$ cat src/rtl/song_pkg.sv
`default_nettype none
//==============================================================================
// Module   : song_pkg
// Desc     : Shared states, step-entry layout and tone codes for the sequencer.
// Revision : 1.0 - initial release
//==============================================================================
package song_pkg;

    typedef logic [1:0] state_t;

    localparam state_t c_ST_IDLE = 2'd0;
    localparam state_t c_ST_LOAD = 2'd1;
    localparam state_t c_ST_PLAY = 2'd2;

    // Entry layout: {bass[2:0], hi[2:0], mixer, dur[DUR_W-1:0]}
    localparam int c_DUR_LSB = 0;

    function automatic int mix_bit(input int dur_w);
        return dur_w;
    endfunction

    function automatic int hi_msb(input int dur_w);
        return dur_w + 3;
    endfunction

    function automatic int bass_msb(input int dur_w);
        return dur_w + 6;
    endfunction

    localparam logic [2:0] c_BASS_IDLE = 3'd0;
    localparam logic [2:0] c_HI_IDLE   = 3'd0;
    localparam logic       c_MIX_IDLE  = 1'b1;

    // Switch codes understood by the tone selector
    localparam logic [2:0] c_NOTE_A = 3'b100;
    localparam logic [2:0] c_NOTE_B = 3'b011;
    localparam logic [2:0] c_NOTE_C = 3'b001;
    localparam logic [2:0] c_NOTE_D = 3'b110;

endpackage
`default_nettype wire

$ cat src/rtl/tempo_tick.sv
`default_nettype none
//==============================================================================
// Module   : tempo_tick
// Desc     : Free-running prescaler; one-cycle tick at count TICK_DIV-1.
// Revision : 1.0 - initial release
//==============================================================================
module tempo_tick #(
    parameter int TICK_DIV = 500000
) (
    input  logic clk,
    input  logic rst,
    input  logic clr,
    output logic tick
);

    localparam int                c_CNT_W = $clog2(TICK_DIV);
    localparam logic [c_CNT_W-1:0] c_LAST = c_CNT_W'(TICK_DIV - 1);

    logic [c_CNT_W-1:0] r_cnt;

    always_ff @(posedge clk or negedge rst) begin
        if (!rst) begin
            r_cnt <= '0;
        end else if (clr || (r_cnt == c_LAST)) begin
            r_cnt <= '0;
        end else begin
            r_cnt <= r_cnt + c_CNT_W'(1);
        end
    end

    assign tick = ~clr & (r_cnt == c_LAST);

endmodule
`default_nettype wire

$ cat src/rtl/song_step_sequencer.sv
`default_nettype none
//==============================================================================
// Module   : song_step_sequencer
// Desc     : Plays a programmable step table onto the tone selector controls,
//            with manual switch pass-through when song mode is off.
// Revision : 1.0 - initial release
//==============================================================================
module song_step_sequencer
    import song_pkg::*;
#(
    parameter int STEPS    = 16,
    parameter int IDX_W    = 4,
    parameter int DUR_W    = 8,
    parameter int TICK_DIV = 500000
) (
    input  logic             clk,
    input  logic             rst,
    input  logic             enable,
    input  logic             start_n,
    input  logic             stop,
    input  logic             loop_en,
    input  logic [2:0]       man_bass,
    input  logic [2:0]       man_hi,
    input  logic             man_mixer,
    input  logic             wr_en,
    input  logic [IDX_W-1:0] wr_addr,
    input  logic [DUR_W+6:0] wr_data,
    output logic [2:0]       bass_sel,
    output logic [2:0]       hi_sel,
    output logic             mixer_sel,
    output logic             playing,
    output logic [IDX_W-1:0] step_idx,
    output logic             step_strobe,
    output logic             done
);

    localparam int c_ENT_W    = DUR_W + 7;
    localparam int c_MIX_BIT  = mix_bit(DUR_W);
    localparam int c_HI_MSB   = hi_msb(DUR_W);
    localparam int c_BASS_MSB = bass_msb(DUR_W);

    state_t             r_state,    w_state_nxt;
    logic [IDX_W-1:0]   r_step_idx, w_step_idx_nxt;
    logic [DUR_W-1:0]   r_dur,      w_dur_nxt;
    logic [DUR_W-1:0]   r_dur_cnt,  w_dur_cnt_nxt;
    logic [2:0]         r_bass,     w_bass_nxt;
    logic [2:0]         r_hi,       w_hi_nxt;
    logic               r_mix,      w_mix_nxt;
    logic               r_strobe,   w_strobe_nxt;
    logic               r_done,     w_done_nxt;
    logic               r_start_d;
    logic [c_ENT_W-1:0] r_table [STEPS];

    logic [c_ENT_W-1:0] w_rd;
    logic [DUR_W-1:0]   w_rd_dur;
    logic               w_start_edge;
    logic               w_abort;
    logic               w_last;
    logic               w_tick;
    logic               w_tick_clr;

    assign w_rd         = r_table[r_step_idx];
    assign w_rd_dur     = w_rd[c_DUR_LSB +: DUR_W];
    assign w_start_edge = r_start_d & ~start_n;
    assign w_abort      = stop | ~enable;
    assign w_last       = (r_step_idx == IDX_W'(STEPS - 1));
    assign w_tick_clr   = (r_state != c_ST_PLAY);

    tempo_tick #(
        .TICK_DIV (TICK_DIV)
    ) u_tempo_tick (
        .clk  (clk),
        .rst  (rst),
        .clr  (w_tick_clr),
        .tick (w_tick)
    );

    // Table write port; LOAD reads combinationally, so a same-cycle write is seen next load
    always_ff @(posedge clk or negedge rst) begin
        if (!rst) begin
            for (int i = 0; i < STEPS; i++) begin
                r_table[i] <= '0;
            end
        end else if (wr_en) begin
            r_table[wr_addr] <= wr_data;
        end
    end

    always_ff @(posedge clk or negedge rst) begin
        if (!rst) begin
            r_state    <= c_ST_IDLE;
            r_step_idx <= '0;
            r_dur      <= '0;
            r_dur_cnt  <= '0;
            r_bass     <= '0;
            r_hi       <= '0;
            r_mix      <= 1'b0;
            r_strobe   <= 1'b0;
            r_done     <= 1'b0;
            r_start_d  <= 1'b1;
        end else begin
            r_state    <= w_state_nxt;
            r_step_idx <= w_step_idx_nxt;
            r_dur      <= w_dur_nxt;
            r_dur_cnt  <= w_dur_cnt_nxt;
            r_bass     <= w_bass_nxt;
            r_hi       <= w_hi_nxt;
            r_mix      <= w_mix_nxt;
            r_strobe   <= w_strobe_nxt;
            r_done     <= w_done_nxt;
            r_start_d  <= start_n;
        end
    end

    always_comb begin
        w_state_nxt    = r_state;
        w_step_idx_nxt = r_step_idx;
        w_dur_nxt      = r_dur;
        w_dur_cnt_nxt  = r_dur_cnt;
        w_bass_nxt     = r_bass;
        w_hi_nxt       = r_hi;
        w_mix_nxt      = r_mix;
        w_strobe_nxt   = 1'b0;
        w_done_nxt     = 1'b0;

        case (r_state)
            c_ST_IDLE: begin
                if (enable) begin
                    w_bass_nxt = c_BASS_IDLE;
                    w_hi_nxt   = c_HI_IDLE;
                    w_mix_nxt  = c_MIX_IDLE;
                end else begin
                    w_bass_nxt = man_bass;
                    w_hi_nxt   = man_hi;
                    w_mix_nxt  = man_mixer;
                end
                if (w_start_edge && enable && !stop) begin
                    w_state_nxt    = c_ST_LOAD;
                    w_step_idx_nxt = '0;
                end
            end

            c_ST_LOAD: begin
                if (w_abort) begin
                    w_state_nxt   = c_ST_IDLE;
                    w_dur_cnt_nxt = '0;
                end else if (w_rd_dur != '0) begin
                    w_state_nxt   = c_ST_PLAY;
                    w_dur_nxt     = w_rd_dur;
                    w_dur_cnt_nxt = '0;
                    w_bass_nxt    = w_rd[c_BASS_MSB -: 3];
                    w_hi_nxt      = w_rd[c_HI_MSB -: 3];
                    w_mix_nxt     = w_rd[c_MIX_BIT];
                    w_strobe_nxt  = 1'b1;
                end else if ((r_step_idx == '0) || !loop_en) begin
                    // End marker; an empty step 0 never loops
                    w_state_nxt = c_ST_IDLE;
                    w_done_nxt  = 1'b1;
                end else begin
                    w_step_idx_nxt = '0;
                end
            end

            c_ST_PLAY: begin
                if (w_abort) begin
                    w_state_nxt   = c_ST_IDLE;
                    w_dur_cnt_nxt = '0;
                end else if (w_tick) begin
                    if ((r_dur_cnt + DUR_W'(1)) == r_dur) begin
                        w_dur_cnt_nxt = '0;
                        if (!w_last) begin
                            w_step_idx_nxt = r_step_idx + IDX_W'(1);
                            w_state_nxt    = c_ST_LOAD;
                        end else if (loop_en) begin
                            w_step_idx_nxt = '0;
                            w_state_nxt    = c_ST_LOAD;
                        end else begin
                            w_state_nxt = c_ST_IDLE;
                            w_done_nxt  = 1'b1;
                        end
                    end else begin
                        w_dur_cnt_nxt = r_dur_cnt + DUR_W'(1);
                    end
                end
            end

            default: begin
                w_state_nxt = c_ST_IDLE;
            end
        endcase
    end

    assign bass_sel    = r_bass;
    assign hi_sel      = r_hi;
    assign mixer_sel   = r_mix;
    assign playing     = (r_state != c_ST_IDLE);
    assign step_idx    = r_step_idx;
    assign step_strobe = r_strobe;
    assign done        = r_done;

endmodule
`default_nettype wire

$ cat config.mk
export PLATFORM = sky130hd
export DESIGN_NAME = song_step_sequencer
export DESIGN_NICKNAME = d
export VERILOG_FILES = /design/src/rtl/song_pkg.sv /design/src/rtl/tempo_tick.sv /design/src/rtl/song_step_sequencer.sv
export SDC_FILE = /design/constraint.sdc
export NUM_CORES = 1
export LEC_CHECK = 0
export BUFFER_PORTS_ARGS = -buffer_cell sky130_fd_sc_hd__buf_2
export CORE_UTILIZATION = 40
export CTS_BUF_LIST = sky130_fd_sc_hd__clkbuf_16
export DETAILED_ROUTE_END_ITERATION = 12
export HOLD_SLACK_MARGIN = 0.06
export PLACE_DENSITY = 0.63
export SKIP_LAST_GASP = 1
export SYNTH_ARGS = -nofsm -noshare
export SYNTH_HDL_FRONTEND = slang
export SYNTH_SLANG_ARGS = --single-unit
$ cat constraint.sdc
create_clock -name clk -period 2.9 [get_ports clk]
set_input_delay 0 -clock clk [delete_from_list [all_inputs] [get_ports clk]]
set_output_delay 0 -clock clk [all_outputs]
set_load 0.01 [all_outputs]
## After elaboration in Yosys (flattened, before gate mapping)

Cells that the tools add are included.

| storage, ports and cells | value |
|---|---|
| register bits | 291 |
| bits of input ports | 33 |

| operators by class | value |
|---|---|
| $add $sub $neg | 3 |
| reductions and logical operators | 19 |
| order comparisons | 3 |
| bitwise logic cells | 9 |
| equal/unequal tests | 19 |
| mux-type cells | 57 |

Operator list:

| operator | number |
|---|---|
| bitwise mux 240 bit | 1 |
| binary-select mux 15 bit (select 4 bit) | 1 |
| demux 15 bit (select 4 bit) | 1 |
| 2-to-1 mux 15 bit | 3 |
| 2-to-1 mux 8 bit | 5 |
| 2-to-1 mux 4 bit | 9 |
| adder 19 x 1 -> 19 bit, second input constant | 1 |
| == test 19 bit, second input constant | 1 |
| 2-to-1 mux 19 bit | 1 |
| 2-to-1 mux 3 bit | 6 |
| 2-to-1 mux 1 bit | 16 |
| != test 2 bit, second input constant | 8 |
| one-hot mux 8 bit (2 select lines) | 1 |
| 2-to-1 mux 2 bit | 7 |
| one-hot mux 3 bit (2 select lines) | 2 |
| one-hot mux 4 bit (3 select lines) | 1 |
| >= comparator 5 bit, second input constant | 2 |
| inverter 4 -> 5 bit | 2 |
| != test 3 bit, second input constant | 3 |
| AND reduction 3 bit | 3 |
| AND reduction 9 bit | 1 |
| adder 8 x 1 -> 8 bit, second input constant | 1 |
| == test 8 bit | 1 |
| nonzero test 8 bit | 1 |
| 21 further kinds | 32 |

## Longest topological paths before layout

Gate-level depths: netlist (run 1).

| depth | value |
|---|---|
| depth after elaboration | 8 |
| gate-level depth with buffers | 11 |

## Hierarchy

From an unflattened synthesis (run 1), not the netlist that was laid out.

| second synthesis, totals | value |
|---|---|
| cell total of the unflattened synthesis | 973 |
| area, all modules | 13,693.1 um2 |

Modules (own cells, without submodules):

| module | cells each | seq. area each (um2) | area an instance (um2) | times used |
|---|---|---|---|---|
| song_step_sequencer | 874 | 6,807.8 | 12,736.0 | 1 |
| tempo_tick | 99 | 475.5 | 957.2 | 1 |

## Least setup slack after synthesis (run 1)

Ideal clock, no wire load.

| timing path | value |
|---|---|
| kind | register to register |
| start | reg r_step_idx[2] (netlist: step_idx[2]) |
| end | reg r_dur_cnt[0] |
| period minus slack after synthesis | 2.841 ns |
| data required time | 2.772 ns |
| library setup time | 0.128 ns |
| cell stages (with the launch flop) | 10 |
| data arrival time | 2.713 ns |
| setup slack | 0.059 ns |
| buffers on the path | 2 |
| cell sequence | dfrtp_1 > clkbuf_1 > clkbuf_1 > mux4_2 > nor2_1 > o21ai_0 > a211oi_2 > nand4_2 > a21boi_4 > mux2_1 |

| between the ends | value |
|---|---|
| cells in the longest elaborated chain, start to end | 7 |

Ends and longest elaborated chain:

| what | RTL line | source |
|---|---|---|
| start, declared | song_step_sequencer.sv:43 | `logic [IDX_W-1:0] r_step_idx, w_step_idx_nxt;` |
| start signal, assigned | song_step_sequencer.sv:103 | `r_step_idx <= w_step_idx_nxt;` |
| inverter 4 -> 5 bit (not written as such) | song_step_sequencer.sv:62 | `assign w_rd = r_table[r_step_idx];` |
| binary-select mux 15 bit (select 4 bit) | song_step_sequencer.sv:62 |  |
| 2-to-1 mux 15 bit (not written as such) (2 in a row) | song_step_sequencer.sv:62 |  |
| nonzero test 8 bit | song_step_sequencer.sv:147 | `end else if (w_rd_dur != '0) begin` |
| != test 3 bit (no source line) | - |  |
| AND reduction 3 bit (no source line) | - |  |
| end signal, assigned | song_step_sequencer.sv:105 | `r_dur_cnt <= w_dur_cnt_nxt;` |
| end, declared | song_step_sequencer.sv:45 | `logic [DUR_W-1:0] r_dur_cnt, w_dur_cnt_nxt;` |

No other way between the ends. The select of a mux whose other input is x is not followed.
A chain may end at the register's enable or synchronous reset.

## Final worst setup path (run 1)

| timing path | value |
|---|---|
| start | reg r_dur_cnt[0] |
| end | reg r_step_idx[0] (netlist: step_idx[0]) |

| between the ends | value |
|---|---|
| cells in the longest elaborated chain, start to end | 4 |

Ends and longest elaborated chain:

| what | RTL line | source |
|---|---|---|
| adder 8 x 1 -> 8 bit | song_step_sequencer.sv:169 | `if ((r_dur_cnt + DUR_W'(1)) == r_dur) begin` |
| == test 8 bit | song_step_sequencer.sv:169 |  |
| != test 2 bit (no source line) | - |  |
| AND reduction 9 bit (no source line) | - |  |

No other way between the ends.

==> results of run 1 <==
-- state kept, by name (all words and copies together) (netlist names), 2 cells and up --
name                flops
bass_sel                3
hi_sel                  3
r_dur                   8
r_dur_cnt               8
r_state                 2
r_table               240
step_idx                4
u_tempo_tick.r_cnt     19
-- cell usage after synthesis, types with 3 or more instances --
master	instances	area, um^2
and3_1	4	25.0
a31o_2	7	61.3
buf_2	8	40.0
o31ai_1	5	37.5
nand2b_1	17	106
xor2_1	13	114
mux2_2	252	2840
o221ai_1	5	43.8
or3_1	7	43.8
nand2_1	39	146
xnor2_1	9	78.8
nor2_1	51	191
a21oi_1	16	80.1
ha_1	8	100
mux4_2	59	1330
a22oi_1	5	37.5
nand3_1	23	115
clkbuf_1	52	195
or2_2	3	18.8
dfrtp_1	290	7260
nor4_1	3	18.8
nand3b_1	3	22.5
nor4b_1	4	35.0
mux2i_1	11	110
nand4_1	12	75.1
mux2_1	3	33.8
a31oi_1	5	31.3
o21ai_0	11	55.1
inv_1	15	56.3
o41ai_1	4	35.0
nor2b_1	8	50.1
and2_1	3	18.8
buf_1	4	15.0
-- what timing repair did --
item | 4_1_cts | 5_1_grt
setup buffers | 3 | 0
hold endpoints to repair | 540 | 0
setup endpoints to repair | 6 | 9
hold buffers | 37 | 0
resized for setup | 5 | 17
cloned | 0 | 1
pin swaps | 0 | 7
-- cell usage in the layout (no fill, tap or decap), types with 8 or more instances in the layout --
cell,count
nor2_1,42
nor2_2,9
inv_1,21
xor2_1,13
nand2b_1,17
buf_4,56
dfrtp_1,285
a21oi_1,16
mux2_2,252
nand3_1,21
nand4_1,12
mux4_2,59
dlygate4sd3_1,36
nand2_1,39
xnor2_1,9
mux2i_1,11
clkbuf_16,32
buf_2,45
o21ai_0,8
-- layout make-up --
class / count / area, um^2
Sequential cell: 291 / 7290
Clock buffer: 31 / 776
Tap cell: 448 / 561
Inverter: 15 / 56.3
Fill cell: 2981 / 17300
Timing Repair Buffer: 150 / 1260
Multi-Input combinational cell: 632 / 6390
Clock inverter: 24 / 200
-- worst reg2reg max path, delay by kind of cell (launching register included) --
family          cells  cell delay [ps]
xor+xnor            1              120
simple gates        1              570
fa+ha+maj           1              220
buf+inv             3              470
compound gates      4              990
flops               1              380
-- per-stage QoR --
stage	total power [mW]	TNS (ps)
after floorplan	7.40	0
after global placement	8.32	-195
after detailed placement	8.41	-202
after CTS	12.4	-6.22
after global routing	12.9	-68.0
final	12.3	0
-- logic make-up (layout without fill, tap and decap cells) --
logic type               count (synthesis)  after routing  share of synthesized area, %
multiplexers                           327            327                          31.3
adder cells (fa/ha/maj)                  8              8                         0.719
AO/OA/AOI/OAI                           84             84                          4.56
XOR/XNOR                                22             22                          1.38
buffers and inverters                   83            220                          2.56
flip-flops                             291            291                          52.3
AND/OR/NAND/NOR                        191            191                          7.15
-- worst paths after layout --
kind / slack, ps / start / depth (start not counted) / to
setup / recovery: 50 / r_dur_cnt[0] / 10 / step_idx[0]
hold / removal: 130 / start_n / 2 / r_start_d
setup reg to reg: 50 / r_dur_cnt[0] / 10 / step_idx[0]
hold reg to reg: 500 / u_tempo_tick.r_cnt[0] / 1 / u_tempo_tick.r_cnt[0]
max in group asynchronous: 1780 / rst / 4 / step_idx[2]
min in group asynchronous: 410 / rst / 3 / r_table[114]
-- power by group through the flow --
stage	clock, mW	combinational, mW	sequential [mW]
final	3.80	3.02	5.47
after global routing	4.05	3.30	5.58
after CTS	3.89	3.00	5.46
after detailed placement	0	2.88	5.53
after global placement	0	2.82	5.50
after floorplan	0	2.02	5.38
-- layer usage --
layer	share of wire (%)	track usage [%]	vias up
met3	4.0	2.35	61
met2	49	33.3	180
met4	2.8	5.68	0
met5	0	0	-
met1	44	26.4	4655
li1	-	-	3946
==> flow_metrics.py, run 1 <==
metrics = {
    "status": {
        "status": "finished, final reports clean",
    },
    "pwr": {
        "power_switching_mw": 3.44,
        "p_clk_share_pct": 30.9,
        "p_int_mw": 8.85,
        "comb_power_share_pct": 24.6,
        "cellLeakagePower_nw": 6.95,
        "power_frac_seq_pct": 44.5,
        "vdd_ir_drop_max_mv": 0.483,
        "swShare_pct": 28.0,
        "p_per_area_nw_per_um2": 743,
    },
    "die": {
        "coreArea_um2": 33900,
        "initial_core_util_pct": 41.1,
        "io_pins": 47,
        "die_h_um": 189,
        "die_width_um": 189,
        "rows": 67,
        "dieArea_um2": 35600,
    },
    "timing": {
        "worst_slew_pin_slew_ps": 1090,
        "hold_viol_final": 0,
        "fin_crit_sh_pct": 98.2,
        "fmax_mhz": 351,
        "relSlewSlack_pct": 26.4,
        "setup_violations": 0,
        "holdWs_ps": 128,
        "final_max_slew_viol_count": 0,
        "finalWorstSetupSlack_ps": 50.9,
        "rsz0062_at_grt": "true",
        "min_period_ps": 2850,
        "fin_worst_skew_ps": 13.8,
    },
    "global_routing": {
        "grt_pass1_vias": 9333,
        "antenna_found_initial": 0,
        "grt_overflow": 0,
        "grt_pass1_wl_mm": 54.3,
        "gr-usage-all-layers_pct": 19.6,
        "grt_max_degree": 83,
    },
    "routing": {
        "first_pass_iters": 5,
        "ant_nets": 0,
        "wire_per_inst_um": 21.4,
        "vias": 8842,
        "via_per_inst": 5.56,
        "drtIter0Drc": 493,
        "wl_mm": 34.0,
        "drc": 0,
    },
    "setup_path": {
        "cp-start-kind": "flop",
        "cp_num_buf_inv": 3,
        "cp.arrival_ps": 3290,
        "worstPathRequired_ps": 3350,
        "cp_max_fo": 12,
        "cp-end-kind": "flop",
        "path_cells": "ha_2 > buf_4 > xnor2_1 > a211o_1 > or4_4 > buf_6 > o31a_1 > o31ai_4 > o31ai_4 > buf_4",
        "slowest_stage": "or4_4",
        "cpLargestDelayFamily": "compound AO/OA/AOI/OAI gates",
        "crit_type": "flop to flop",
        "max_stage_delay_ps": 570,
    },
    "synthesis": {
        "synth_area_um2": 13900,
        "synthCells": 1006,
        "ys.flop_type": "dfrtp_1",
        "syn_area_per_cell_um2": 13.8,
        "async_flop_share_pct": 100,
        "synth_nets": 1047,
        "synth.distinct_cells": 68,
        "yosysWarnings": 0,
        "synth-edff-count": 0,
        "synth-seq-cells": 291,
        "ys_seq_area_share_pct": 52.3,
    },
    "job": {
        "maxCapViolations": 0,
    },
    "clocking": {
        "htree_levels": 1,
        "clockRootBuffer": "clkbuf_16",
        "numCtsBuffers": 31,
        "cts_tree": "yes",
        "cts_sinks": 291,
        "clk_latency_ps": 550,
        "clockBufferDepth": 3,
        "clkTransAtPathRegs_ps": 60,
    },
    "placed_design": {
        "place_hpwl_mm": 20.7,
        "io_buffers": 46,
        "place_area_um2": 15000,
        "place_ws_ps": -138,
        "gp_congestion": 0.895,
        "dp_cells": 1495,
    },
    "final_layout": {
        "area_growth_pct": 18.8,
        "nets": 1162,
        "antenna_cells": 0,
        "final-instance-count-excl-fill": 1591,
        "final_util_pct": 48.8,
        "drive_gt1_share_pct": 45.5,
        "fin_area_um2": 16500,
    },
    "hold_path": {
        "hold_path_class": "input pin to flop",
    },
}
Note: power is estimated with default switching activity, not from simulation.
==> run 2, diff against run 1 <==
--- a/config.mk
+++ b/config.mk
@@ -14,4 +14,5 @@
 export SKIP_LAST_GASP = 1
 export SYNTH_ARGS = -nofsm -noshare
 export SYNTH_HDL_FRONTEND = slang
+export SYNTH_HIERARCHICAL = 1
 export SYNTH_SLANG_ARGS = --single-unit
==> flow_metrics.py, run 2 <==
metrics = {
    "setup_path": {
        "rrSetupSlack_ps": 70,
        "cp_num_buf_inv": 3,
        "r2r-start": "step_idx[0]",
        "cp-start-kind": "flop",
        "reg2reg_to": "step_idx[2]",
        "slowest_stage": "mux4_2",
        "path_cells": "buf_4 > buf_6 > mux4_2 > a22oi_2 > nand3_1 > nor4_4 > buf_4 > a21oi_2 > or3_1 > a22o_1",
        "cp.arrival_ps": 3270,
        "cp-end-kind": "flop",
        "worstPathRequired_ps": 3340,
        "cpLargestDelayFamily": "simple AND/OR/NAND/NOR gates",
        "crit_start": "step_idx[0]",
        "reg2regPathDepth": 10,
        "crit_type": "flop to flop",
        "cp_max_fo": 5,
        "max_stage_delay_ps": 500,
        "crit_top_cell": "buf_4",
    },
    "synthesis": {
        "synth_commonest_cells": "290 x dfrtp_1, 243 x mux2_2, 67 x mux4_2, 50 x nand2_1, 46 x clkbuf_1",
        "synth_top_family_by_area": "multiplexers",
        "syn_area_per_cell_um2": 14.1,
        "async_flop_share_pct": 100,
        "yosysMostFrequentCell": "dfrtp_1",
        "synth_area_um2": 13700,
        "synth-simple-area-share_pct": 7.21,
        "synthMuxAreaShare_pct": 31.0,
        "synth_xor_area_share_pct": 1.28,
        "synth_area_leaders": "dfrtp_1 53%, mux2_2 20%, mux4_2 11%",
        "synth.distinct_cells": 61,
        "synthCells": 973,
        "yosys.area.top_type": "dfrtp_1",
        "yosysWarnings": 6,
        "ys.flop_type": "dfrtp_1",
        "synth_top_area_share_pct": 53.0,
        "synth_fa_ha_area_share_pct": 0.731,
        "synth-edff-count": 0,
        "ys_seq_area_share_pct": 53.2,
        "synth_nets": 1014,
        "synth-seq-cells": 291,
        "synth_compound_area_share_pct": 4.08,
    },
    "routing": {
        "vias": 8575,
        "drc": 0,
        "wl_mm": 33.2,
        "via_per_inst": 5.48,
        "first_pass_iters": 4,
        "ant_nets": 0,
        "drtIter0Drc": 511,
        "wire_per_inst_um": 21.2,
    },
    "die": {
        "coreArea_um2": 33600,
        "io_pins": 47,
        "die_h_um": 187,
        "initial_core_util_pct": 40.7,
        "dieArea_um2": 35000,
        "rows": 67,
        "die_width_um": 187,
    },
    "clocking": {
        "htree_levels": 1,
        "cts_tree": "yes",
        "clkTransAtPathRegs_ps": 60,
        "clk_latency_ps": 550,
        "numCtsBuffers": 30,
        "clockRootBuffer": "clkbuf_16",
        "clockBufferDepth": 3,
        "cts_sinks": 291,
    },
    "final_layout": {
        "largest-register": "r_table",
        "fin_area_um2": 16200,
        "final-instance-count-excl-fill": 1564,
        "area_growth_pct": 18.7,
        "largest_reg_flops": 240,
        "antenna_cells": 0,
        "nets": 1137,
        "top_regs": "r_table: 240 flops, u_tempo_tick/r_cnt: 19 flops",
        "layout_common_cells": "287 x dfrtp_1, 243 x mux2_2, 67 x mux4_2",
        "final_common_cell": "dfrtp_1",
        "drive_gt1_share_pct": 45.4,
    },
    "timing": {
        "fmax_mhz": 353,
        "hold_viol_final": 0,
        "fin_crit_sh_pct": 97.7,
        "min_period_ps": 2830,
        "relSlewSlack_pct": 60.7,
        "setup_tns_ps": 0,
        "finalWorstSetupSlack_ps": 68.0,
        "final_max_slew_viol_count": 0,
        "setup_violations": 0,
        "fin_worst_skew_ps": 10.3,
        "worst_slew_pin_slew_ps": 584,
    },
    "hold_path": {
        "hold_path_class": "input pin to async pin",
    },
    "global_routing": {
        "grt_max_degree": 80,
        "gr-usage-all-layers_pct": 19.4,
        "antenna_found_initial": 0,
        "grt_overflow": 0,
        "grt_pass1_vias": 9092,
        "grt_pass1_wl_mm": 53.0,
    },
    "placed_design": {
        "io_buffers": 46,
        "gp_congestion": 0.853,
        "dp_cells": 1461,
        "place_area_um2": 14800,
        "place_ws_ps": -57.9,
        "place_hpwl_mm": 20.8,
    },
    "job": {
        "maxCapViolations": 0,
    },
    "pwr": {
        "p_per_area_nw_per_um2": 707,
        "power_switching_mw": 3.09,
        "cellLeakagePower_nw": 6.87,
        "p_int_mw": 8.39,
        "p_clk_share_pct": 30.9,
        "swShare_pct": 26.9,
        "comb_power_share_pct": 21.6,
        "vdd_ir_drop_max_mv": 0.462,
        "power_frac_seq_pct": 47.5,
    },
    "status": {
        "status": "finished, final reports clean",
    },
}
## run 2: what timing repair did
item,4_1_cts,5_1_grt
cloned,0,1
buffers inserted,3,8
endpoints found under the setup margin,5,9
gates resized for setup,0,19
pin swaps,0,4
hold endpoints to repair,541,0
hold buffers,39,0
## run 2: cells by family after synthesis
group / count (synthesis)
buf+inv: 83
fa+ha+maj: 8
compound gates: 77
mux: 310
flops: 291
simple gates: 184
xor+xnor: 20
## run 2: layer usage
layer / wire length (um) / up-vias / GRT usage, %
met5: 0 / - / 0
met2: 16200 / 154 / 32.5
met4: 586 / 0 / 4.79
li1: - / 3841 / -
met3: 1340 / 47 / 2.68
met1: 15100 / 4533 / 26.7
## run 2: power groups by stage
stage	logic (mW)	registers, mW	clock network, mW
floorplan	1.68	5.36	0
global placement	2.26	5.49	0
detailed placement	2.33	5.51	0
CTS	2.43	5.45	3.64
global route	2.71	5.56	3.80
finish	2.48	5.46	3.55
## run 2: worst min-delay path: cells and delay by family
kind	cells	cell delay (ps)
buf+inv	3	1000
## run 2: area by class of cell
class,count,area [um^2]
clock buffer,31,776
clock inverter,21,115
fill,2855,17400
inverter,20,75.1
multi-input combinational,599,6160
sequential,291,7290
tap,448,561
timing repair buffer,154,1270
## run 2: worst max-delay path by stage
stage | to | slack [ps] | cells after the start
floorplan | bass_sel[0] | 150 | 6
global placement | r_state[0] | -40 | 9
detailed placement | r_state[0] | -60 | 9
CTS | r_state[0] | 4 | 9
global route | r_dur_cnt[0] | -20 | 11
finish | step_idx[2] | 70 | 10
## run 2: through the flow
| stage | util (%) | hold WS, ps | total power [mW] |
|---|---|---|---|
| after global placement | 43.9 | -20.4 | 7.75 |
| after CTS | 47.8 | 73.2 | 11.5 |
| after global routing | 48.3 | 97.4 | 12.1 |
| after floorplan | - | -296 | 7.04 |
| final | 48.3 | 80.3 | 11.5 |
| after detailed placement | 43.9 | -17.5 | 7.84 |
